## config.mk

```make
export PLATFORM = sky130hd
export DESIGN_NAME = rf_dbg_dumper_flat
export DESIGN_NICKNAME = d
export VERILOG_FILES = /design/src/rtl/rf_dbg_dumper_pkg.sv /design/src/rtl/rf_dbg_dumper_if.sv /design/src/rtl/rf_dbg_dumper.sv /design/src/flat_wrapper.sv
export SDC_FILE = /design/constraint.sdc
export NUM_CORES = 1
export LEC_CHECK = 0
export BUFFER_PORTS_ARGS = -buffer_cell sky130_fd_sc_hd__buf_4
export CORE_ASPECT_RATIO = 0.75
export CORE_MARGIN = 3
export CORE_UTILIZATION = 40
export CTS_CLUSTER_DIAMETER = 200
export DETAILED_ROUTE_END_ITERATION = 6
export PLACE_DENSITY = 0.68
export SETUP_SLACK_MARGIN = 0.02
export SYNTH_ARGS = -nofsm -noshare
export SYNTH_HDL_FRONTEND = slang
export SYNTH_SLANG_ARGS = --single-unit
```

## constraint.sdc

```tcl
create_clock -name clk -period 1.5 [get_ports clk]
set_input_delay 0.075 -clock clk [delete_from_list [all_inputs] [get_ports clk]]
set_output_delay 0.075 -clock clk [all_outputs]
set_load 0.03 [all_outputs]
```

## src/rtl/rf_dbg_dumper_pkg.sv

```systemverilog
// Shared types and default sizes for the register-file debug dumper.
// Imported by the dumper and by RF/PDU blocks that agree on NREG/AW.
package rf_dbg_dumper_pkg;

   localparam int unsigned NREG_DEF = 32;
   localparam int unsigned AW_DEF   = 5;
   localparam int unsigned DW_DEF   = 32;

   typedef enum logic [1:0] {
      IDLE = 2'd0,
      RD   = 2'd1,
      SEND = 2'd2,
      FIN  = 2'd3
   } state_t;

endpackage

```

## src/rtl/rf_dbg_dumper_if.sv

```systemverilog
// Valid/ready beat stream carrying {index, value, last} out of the dumper.
interface rf_dbg_dumper_if #(
   parameter int unsigned AW = 5,
   parameter int unsigned DW = 32
);
   logic          out_valid;
   logic          out_ready;
   logic [AW-1:0] out_idx;
   logic [DW-1:0] out_data;
   logic          out_last;

   modport master (output out_valid, output out_idx, output out_data, output out_last,
                   input  out_ready);
   modport slave  (input  out_valid, input  out_idx, input  out_data, input  out_last,
                   output out_ready);
endinterface

```

## src/rtl/rf_dbg_dumper.sv

```systemverilog
// Walks the RF debug read port and streams {index, value} beats over valid/ready.
// Optional RF_DUMP_SKIP_ZERO_EN: zero-valued registers (except the last) emit no beat.
module rf_dbg_dumper
   import rf_dbg_dumper_pkg::*;
#(
   parameter int unsigned NREG      = NREG_DEF,
   parameter int unsigned AW        = AW_DEF,
   parameter int unsigned DW        = DW_DEF,
   parameter int unsigned FIRST_IDX = 0
) (
   input  logic             clk,
   input  logic             rstn,
   input  logic             start,
   output logic [AW-1:0]    ra_dbg,
   input  logic [DW-1:0]    rd_dbg,
   rf_dbg_dumper_if.master  o_dump,
   output logic             busy,
   output logic             done
);

   localparam logic [AW-1:0] LAST_IDX  = AW'(NREG - 1);
   localparam logic [AW-1:0] FIRST_ADR = AW'(FIRST_IDX);

   state_t r_state;
   logic   w_is_last;
   logic   w_hs;
   logic   w_skip;

   assign w_is_last = (ra_dbg == LAST_IDX);
   assign w_hs      = o_dump.out_valid && o_dump.out_ready;

`ifdef RF_DUMP_SKIP_ZERO_EN
   assign w_skip = (rd_dbg == '0) && !w_is_last;
`else
   assign w_skip = 1'b0;
`endif

   // Scan FSM; out_* stay frozen in SEND until the sink takes the beat.
   always_ff @(posedge clk or negedge rstn) begin
      if (!rstn) begin
         r_state         <= IDLE;
         ra_dbg          <= '0;
         o_dump.out_valid <= 1'b0;
         o_dump.out_idx   <= '0;
         o_dump.out_data  <= '0;
         o_dump.out_last  <= 1'b0;
         busy            <= 1'b0;
         done            <= 1'b0;
      end else begin
         done <= 1'b0;
         case (r_state)
            IDLE: begin
               if (start) begin
                  ra_dbg  <= FIRST_ADR;
                  busy    <= 1'b1;
                  r_state <= RD;
               end
            end
            RD: begin
               if (w_skip) begin
                  ra_dbg <= ra_dbg + AW'(1);
               end else begin
                  o_dump.out_data  <= rd_dbg;
                  o_dump.out_idx   <= ra_dbg;
                  o_dump.out_last  <= w_is_last;
                  o_dump.out_valid <= 1'b1;
                  r_state          <= SEND;
               end
            end
            SEND: begin
               if (w_hs) begin
                  o_dump.out_valid <= 1'b0;
                  if (o_dump.out_last) begin
                     r_state <= FIN;
                  end else begin
                     ra_dbg  <= ra_dbg + AW'(1);
                     r_state <= RD;
                  end
               end
            end
            FIN: begin
               done    <= 1'b1;
               busy    <= 1'b0;
               r_state <= IDLE;
            end
            default: r_state <= IDLE;
         endcase
      end
   end

endmodule

```

## src/flat_wrapper.sv

```systemverilog
// flat-port wrapper written by rule: the top's interface ports become plain ports
module rf_dbg_dumper_flat import rf_dbg_dumper_pkg::*;
#(
   parameter int unsigned NREG      = NREG_DEF,
   parameter int unsigned AW        = AW_DEF,
   parameter int unsigned DW        = DW_DEF,
   parameter int unsigned FIRST_IDX = 0
)
  (clk, rstn, start, ra_dbg, rd_dbg, busy, done, o_dump_out_valid, o_dump_out_idx, o_dump_out_data, o_dump_out_last, o_dump_out_ready);
  rf_dbg_dumper_if #(.AW(AW), .DW(DW)) o_dump_i ();
  input  logic clk;
  input  logic rstn;
  input  logic start;
  output logic [AW-1:0] ra_dbg;
  input  logic [DW-1:0] rd_dbg;
  output logic busy;
  output logic done;
  output wire logic [$bits(o_dump_i.out_valid)-1:0] o_dump_out_valid;
  output wire logic [$bits(o_dump_i.out_idx)-1:0] o_dump_out_idx;
  output wire logic [$bits(o_dump_i.out_data)-1:0] o_dump_out_data;
  output wire logic [$bits(o_dump_i.out_last)-1:0] o_dump_out_last;
  input wire logic [$bits(o_dump_i.out_ready)-1:0] o_dump_out_ready;
  assign o_dump_out_valid = o_dump_i.out_valid;
  assign o_dump_out_idx = o_dump_i.out_idx;
  assign o_dump_out_data = o_dump_i.out_data;
  assign o_dump_out_last = o_dump_i.out_last;
  assign o_dump_i.out_ready = o_dump_out_ready;
  rf_dbg_dumper #(.NREG(NREG), .AW(AW), .DW(DW), .FIRST_IDX(FIRST_IDX)) u_core (.clk(clk), .rstn(rstn), .start(start), .ra_dbg(ra_dbg), .rd_dbg(rd_dbg), .o_dump(o_dump_i), .busy(busy), .done(done));
endmodule
```

== Yosys cells after proc, flatten, opt, wreduce, memory -nomap -nowiden ==
Cells that the tools add are included.

* Input bits: 36
* Bits in registers: 48

* Equality and inequality tests: 7
* $add $sub $neg: 1
* Reduce and logical (&&, ||, !) cells: 9
* Multiplexer cells: 13

{| class="wikitable"
|+ Operator list
! cell !! number
|-
| 5-bit two-way mux || 3
|-
| 5-bit case mux with 2 select lines || 1
|-
| 2-bit case mux with 4 select lines || 1
|-
| 2-bit two-way mux || 3
|-
| 2-bit AND reduction || 3
|-
| 2-bit nonzero test || 3
|-
| 5-bit by 1-bit adder with 5-bit output (second input constant) || 1
|-
| 5-bit == test (second input constant) || 1
|-
| 2-bit == test (second input constant) || 2
|-
| 2-bit != test (second input constant) || 2
|-
| 1-bit case mux with 2 select lines || 2
|-
| 4-bit AND reduction || 1
|-
| 1-bit two-way mux || 3
|-
| 2-bit by 1-bit == test with 1-bit output (second input constant) || 1
|-
| 2-bit zero test || 1
|-
| 2-bit by 1-bit != test with 1-bit output (second input constant) || 1
|-
| 1-bit logical AND || 1
|}

== Longest topological paths before layout ==
Gate-level depths: netlist of the first run.

* Word-level depth: 4
* Depth in mapped cells: 5
* Gate-level depth less buffers: 5

== Worst setup path after synthesis of the first run ==
Ideal clock, no wire load.

* Kind: reg2reg
* Start point: register u_core.ra_dbg[0]
* End point: register u_core.o_dump.out_last
* Required time: 1.375 ns
* Stages on the path, launching flop included: 5
* Buffers on the path: 0
* Data arrival time: 1.353 ns
* Clock period less this slack: 1.477 ns
* Setup slack: 0.023 ns
* Cells stage by stage: dfrtp_1 > ha_1 > and3_1 > ha_1 > mux2_2

* Longest elaborated chain between the ends: 1

{| class="wikitable"
|+ Ends and longest elaborated chain
! element !! line !! text
|-
| start, declared || rf_dbg_dumper.sv:14 || <nowiki>output logic [AW-1:0] ra_dbg,</nowiki>
|-
| start signal, assigned || rf_dbg_dumper.sv:61 || <nowiki>ra_dbg <= ra_dbg + AW'(1);</nowiki>
|-
| start signal, assigned || rf_dbg_dumper.sv:76 || <nowiki>ra_dbg <= ra_dbg + AW'(1);</nowiki>
|-
| 5-bit == test || rf_dbg_dumper.sv:29 || <nowiki>assign w_is_last = (ra_dbg == LAST_IDX);</nowiki>
|-
| via u_core.w_is_last || rf_dbg_dumper.sv:25 || <nowiki>logic w_is_last;</nowiki>
|-
| end signal, assigned || rf_dbg_dumper.sv:65 || <nowiki>o_dump.out_last <= w_is_last;</nowiki>
|-
| end, declared || rf_dbg_dumper_if.sv:12 || <nowiki>modport master (output out_valid, output out_idx, output out_data, output out_last,</nowiki>
|}

The timed path passes the listed nets, and every way through them passes these cells.
A chain may end at the register's enable or synchronous reset.

== Worst setup path after layout of the first run ==
* Start point: register u_core.ra_dbg[1]
* End point: register u_core.o_dump.out_last

Same word-level chain as after synthesis.

==> results of run 1 <==
## state kept, by name, summed over array words and instances, names as in the netlist
signal                   flops
u_core.r_state               2
u_core.o_dump.out_data      32
u_core.ra_dbg                5
u_core.o_dump.out_idx        5
u_core.o_dump.out_valid      1
u_core.busy                  1
u_core.o_dump.out_last       1
u_core.done                  1
## logic make-up after synthesis
group / after synthesis / share of synthesized area
buf+inv: 13 / 0.0366
mux: 41 / 0.236
simple gates: 18 / 0.0603
fa+ha+maj: 2 / 0.0128
flops: 48 / 0.616
compound gates: 12 / 0.0385
## critical path, cell delays in order (launching register included)
cell	delay, ns
dfrtp_1	0.44
ha_1	0.22
and3_1	0.19
ha_1	0.17
mux2_2	0.26
## layer usage
layer / GRT usage / vias to the layer above / share of wire
met1: 0.174 / 664 / 0.43
met2: 0.246 / 47 / 0.49
met4: 0.0467 / 0 / 0.0054
li1: - / 636 / -
met5: 0 / - / 0
met3: 0.0482 / 2 / 0.075
## final cells by class
cell class / instances / area, µm² / area share
Clock inverter: 1 / 5.00 / 0.00183
Timing Repair Buffer: 88 / 678 / 0.248
Tap cell: 57 / 71.3 / 0.0261
Inverter: 7 / 26.3 / 0.00962
Multi-Input combinational cell: 73 / 677 / 0.248
Sequential cell: 48 / 1200 / 0.440
Clock buffer: 6 / 72.6 / 0.0266
## stage by stage
stage	power [µW]	hold slack [ns]	utilization	cell area (µm²)	std cells
global route	6820	0.000167	0.597	2730	280
CTS	6530	0.00480	0.595	2720	279
floorplan	4480	-0.221	-	1950	134
global placement	5690	0.115	0.576	2630	271
finish	6430	0.0148	0.597	2730	280
detailed placement	5810	0.126	0.576	2630	271
## worst max path at each step
| stage | from | endpoint | slack, ns | cells past startpoint |
|---|---|---|---|---|
| final | u_core.ra_dbg[1] | u_core.o_dump.out_last | 0.12 | 4 |
| after global routing | u_core.r_state[1] | u_core.ra_dbg[3] | 0.03 | 4 |
| after CTS | u_core.r_state[1] | u_core.ra_dbg[0] | 0.11 | 4 |
| after detailed placement | u_core.r_state[1] | u_core.ra_dbg[0] | 0.13 | 4 |
| after global placement | u_core.r_state[0] | u_core.o_dump.out_idx[1] | 0.17 | 3 |
| after floorplan | u_core.ra_dbg[0] | u_core.o_dump.out_last | 0.02 | 4 |
## power breakdown
part | switching, µW | internal (µW)
logic | 1920 | 1540
registers | 378 | 1890
clock network | 381 | 317
total | 2680 | 3750
## synthesized netlist by cell type
cell type	instances	share of area
nand2b_1	5	0.016
mux2i_1	2	0.010
ha_1	2	0.013
and2_1	1	0.0032
o2bb2ai_1	1	0.0045
mux2_1	1	0.0058
inv_1	7	0.013
or4_1	1	0.0039
a21o_1	1	0.0039
nor2_1	1	0.0019
nand2_1	4	0.0077
buf_6	2	0.012
buf_4	1	0.0039
o211ai_1	2	0.0077
a21oi_2	1	0.0045
dfrtp_1	48	0.62
a21oi_1	4	0.010
nand4b_4	1	0.012
and2b_1	1	0.0039
and3_1	1	0.0032
nor2b_1	1	0.0032
o21ai_0	3	0.0077
mux2_2	38	0.22
buf_2	3	0.0077
nand3_1	2	0.0051
==> flow_summary_export.csv, run 1 <==
group,metric,value,unit
routing,drtIter0Drc,40,
timing,period_minus_slack,1.38,ns
synthesis,syn_inst,134,
critical_path,rr_startpoint,"u_core.ra_dbg[1]",
hold_path,holdPathStages,2,
clock_network,cts_resized,0,
layout,fillers,377,
timing,period_share,0.923,
synthesis,synth_nets,172,
critical_path,r2r-end,"u_core.o_dump.out_last",
clock_network,root_buffer,"clkbuf_8",
critical_path,ff2ff_setup_slack,0.12,ns
place,gp_congestion,0.768,
grt,grt_pass1_vias,1440,
place,place_ws,0.126,ns
synthesis,yosysWarnings,0,
layout,diodes,0,
clock_network,cts_hold_buf,1,
critical_path,crit_required,1.68,ns
die,dieArea,5760,µm²
pwr,peakVddDrop,0.00115,V
timing,relSlewSlack,0.612,
run,max_cap_violations,0,
clock_network,cts_tree,"yes",
critical_path,cp-end-kind,"flip-flop",
layout,layout_commonest_cell,"buf_4",
timing,fin_skew,0.00372,ns
outcome,status,"finished clean",
grt,grt_pass1_wl,6470,µm
critical_path,crit_fanout,5,
routing,wire_per_inst,14.0,µm
critical_path,critPathKind,"reg -> reg",
synthesis,synth_cell_types,25,
layout,final_cell_mix,"buf_4 (85), dfrtp_1 (48), mux2_2 (38), inv_1 (7)",
timing,tns,0,ns
synthesis,ys_ff_latch,48,
layout,nNetsFinal,261,
clock_network,cts_max_level,2,
clock_network,cts_setup_buffers,0,
die,core_area,4570,µm²
synthesis,avgSynthCellArea,14.5,µm²
place,io_buffers,81,
routing,drc,0,
hold_path,worst_hold_path_type,"in -> reg",
place,dp_hpwl,2910,µm
grt,grt_max_degree,49,
pwr,power.density,2350,nW/µm²
timing,fin_ws,0.116,ns
grt,overflow,0,
grt,track_usage,0.145,
synthesis,ys_seq_area_frac,0.616,
timing,max_freq,723,MHz
hold_path,worstHoldStart,"rd_dbg[3]",
die,start_util,0.426,
timing,tightestPinTransition,0.582,ns
routing,via_per_inst,4.82,
timing,hold_viol,0,
routing,num_vias,1349,
routing,drtAntennaViolNets,0,
clock_network,numCtsBuffers,5,
layout,layout-drive-gt1-share,0.592,
layout,syn_to_final_growth,40.1,%
timing,grt_setup_unrepaired,"false",
pwr,leakage,0.00135,µW
routing,routed_wl,3920,µm
hold_path,whs_endpoint,"u_core.o_dump.out_data[3]",
clock_network,clock_sinks,48,
grt,antenna_found_initial,0,
die,row_count,21,
timing,maxSlewViolCount,0,
die,die_x,86.6,µm
critical_path,start_kind,"flip-flop",
clock_network,clockBufferDepth,2,
routing,first_pass_iters,4,
clock_network,clk_pin_slew,0.08,ns
timing,setup_violations,0,
clock_network,clk_latency,0.29,ns
die,ios,82,
critical_path,r2r_cells,4,
synthesis,syn-cell-area,1950,µm²
critical_path,worstPathArrival,1.56,ns
die,die_h,66.5,µm
No activity file was read; power rests on OpenSTA's default activity.
==> run 2, diff against run 1 <==
Settings changed: CELL_PAD_IN_SITES_DETAIL_PLACEMENT from default to 1, CELL_PAD_IN_SITES_GLOBAL_PLACEMENT from default to 2, CORE_UTILIZATION 40 to 30, PLACE_DENSITY 0.68 to 0.77.
==> run 2 against run 1 <==
Against the previous run:
- global-route usage fell by 2.1 points
- via count rose by 1.8%
- non-clock buffer count rose by 2
- setup slack improved by 0.016 ns
- total power rose by 0.86%
- sequential power barely moved
- routed wire length rose by 14%
- clock skew rose by 0.0032 ns
- worst hold slack got worse by 0.0011 ns
- critical endpoint is now u_core.ra_dbg[3]
- combinational power rose by 2%
- register-to-register slack improved by 0.02 ns
- sequential share of layout area fell by 0.69 points
==> flow_summary_export.csv, run 2 (synthesis gave the netlist of run 1 again) <==
group,metric,value,unit
timing,period_share,0.912,
clock_network,clk_pin_slew,0.08,ns
critical_path,cp-end-kind,"flip-flop",
grt,track_usage,0.124,
grt,grt_max_degree,49,
layout,syn_to_final_growth,42.4,%
die,die_x,99.1,µm
timing,tightestPinTransition,0.603,ns
outcome,status,"finished clean",
layout,reg.largest.list,"u_core.o_dump.out_data: 32 flops, u_core.o_dump.out_idx: 5 flops, u_core.ra_dbg: 5 flops",
timing,maxSlewViolCount,0,
timing,grt_setup_unrepaired,"false",
hold_path,worst_hold_path_type,"in -> reg",
routing,num_vias,1373,
die,row_count,24,
timing,period_minus_slack,1.37,ns
die,start_util,0.323,
place,gp_congestion,0.703,
clock_network,cts_setup_buffers,0,
clock_network,cts_max_level,2,
pwr,leakage,0.00136,µW
routing,drtIter0Drc,44,
timing,relSlewSlack,0.598,
critical_path,start_kind,"flip-flop",
clock_network,numCtsBuffers,5,
routing,drtAntennaViolNets,0,
critical_path,critPathKind,"reg -> reg",
layout,final_util,0.460,
timing,max_freq,731,MHz
timing,fin_skew,0.00692,ns
grt,antenna_found_initial,0,
clock_network,clockBufferDepth,2,
critical_path,cp_top_family,"simple AND/OR/NAND/NOR gates",
critical_path,worstPathArrival,1.57,ns
critical_path,crit_fanout,10,
grt,grt_pass1_wl,7310,µm
timing,hold_viol,0,
layout,layout-drive-gt1-share,0.591,
grt,overflow,0,
run,max_cap_violations,0,
timing,setup_violations,0,
routing,via_per_inst,4.53,
critical_path,critPathSlowestCell,"or4_1",
layout,final_cell_mix,"buf_4 (86), dfrtp_1 (48), mux2_2 (38), inv_1 (7)",
critical_path,path_buf_inv,1,
pwr,peakVddDrop,0.00107,V
critical_path,crit_required,1.71,ns
place,io_buffers,81,
die,ios,82,
timing,tns,0,ns
routing,routed_wl,4490,µm
die,core_area,6040,µm²
critical_path,max_stage_delay,0.53,ns
routing,first_pass_iters,4,
clock_network,clock_sinks,48,
routing,wire_per_inst,14.8,µm
layout,top_register,"u_core.o_dump.out_data",
place,dp_hpwl,3310,µm
clock_network,root_buffer,"clkbuf_8",
timing,whs,0.0137,ns
layout,diodes,0,
layout,largest_reg_flops,32,
pwr,power.density,2340,nW/µm²
layout,nNetsFinal,263,
layout,layout_commonest_cell,"buf_4",
critical_path,crit_chain,"buf_4, nand4b_4, or4_1, o211ai_1",
die,dieArea,7510,µm²
layout,fillers,644,
clock_network,clk_latency,0.29,ns
clock_network,cts_tree,"yes",
grt,grt_pass1_vias,1477,
routing,drc,0,
die,die_h,75.8,µm
==> run 2: worst register-to-register path, stage by stage, from the launching register on <==
cell and delay (ns):
dfrtp_1 0.35, buf_4 0.17, nand4b_4 0.15, or4_1 0.53, o211ai_1 0.10
==> run 2: worst paths after layout <==
kind                                           from                         end  slack [ns]  depth (start not counted)
min in group asynchronous                      rstn   u_core.o_dump.out_data[3]        0.34                          2
max in group asynchronous                      rstn  u_core.o_dump.out_data[31]        0.76                          2
hold reg to reg            u_core.o_dump.out_idx[0]    u_core.o_dump.out_idx[0]        0.51                          1
setup / recovery                  u_core.r_state[1]            u_core.ra_dbg[3]        0.13                          4
hold / removal                            rd_dbg[3]   u_core.o_dump.out_data[3]        0.01                          2
setup reg to reg                  u_core.r_state[1]            u_core.ra_dbg[3]        0.13                          4
==> run 2: area by class of cell <==
class                           count  area (µm²)  area share
Timing Repair Buffer               90         696       0.251
Inverter                            7        26.3     0.00947
Multi-Input combinational cell     73         677       0.244
Clock buffer                        6        72.6      0.0261
Sequential cell                    48        1200       0.433
Tap cell                           78        97.6      0.0352
Clock inverter                      1        5.00     0.00180
==> run 2: stage by stage <==
step / area, µm² / worst slack (ns) / instances / power (µW)
finish: 2780 / 0.132 / 303 / 6480
global route: 2780 / 0.0492 / 303 / 6910
CTS: 2770 / 0.127 / 302 / 6590
detailed placement: 2670 / 0.134 / 293 / 5850
global placement: 2670 / 0.151 / 293 / 5780
floorplan: 1950 / 0.0227 / 134 / 4480
==> run 2: layer usage <==
metal  up-vias  global-route usage  wire length, µm
li1        640                   -                -
met1       676               0.162             2030
met2        53               0.183             1940
met3         4              0.0650              487
met4         0              0.0273               25
met5         -                   0                0
==> run 2: power breakdown <==
part	total, µW	internal (µW)	leakage, µW	switching (µW)
Combinational	3540	1560	0.000729	1980
Sequential	2240	1890	0.000589	346
Clock	709	318	0.0000410	392
Total	6480	3770	0.00136	2710
==> run 2: timing repair <==
item,CTS,global route
hold endpoints to repair,49,1
hold buffers,2,1
resized for setup,0,0
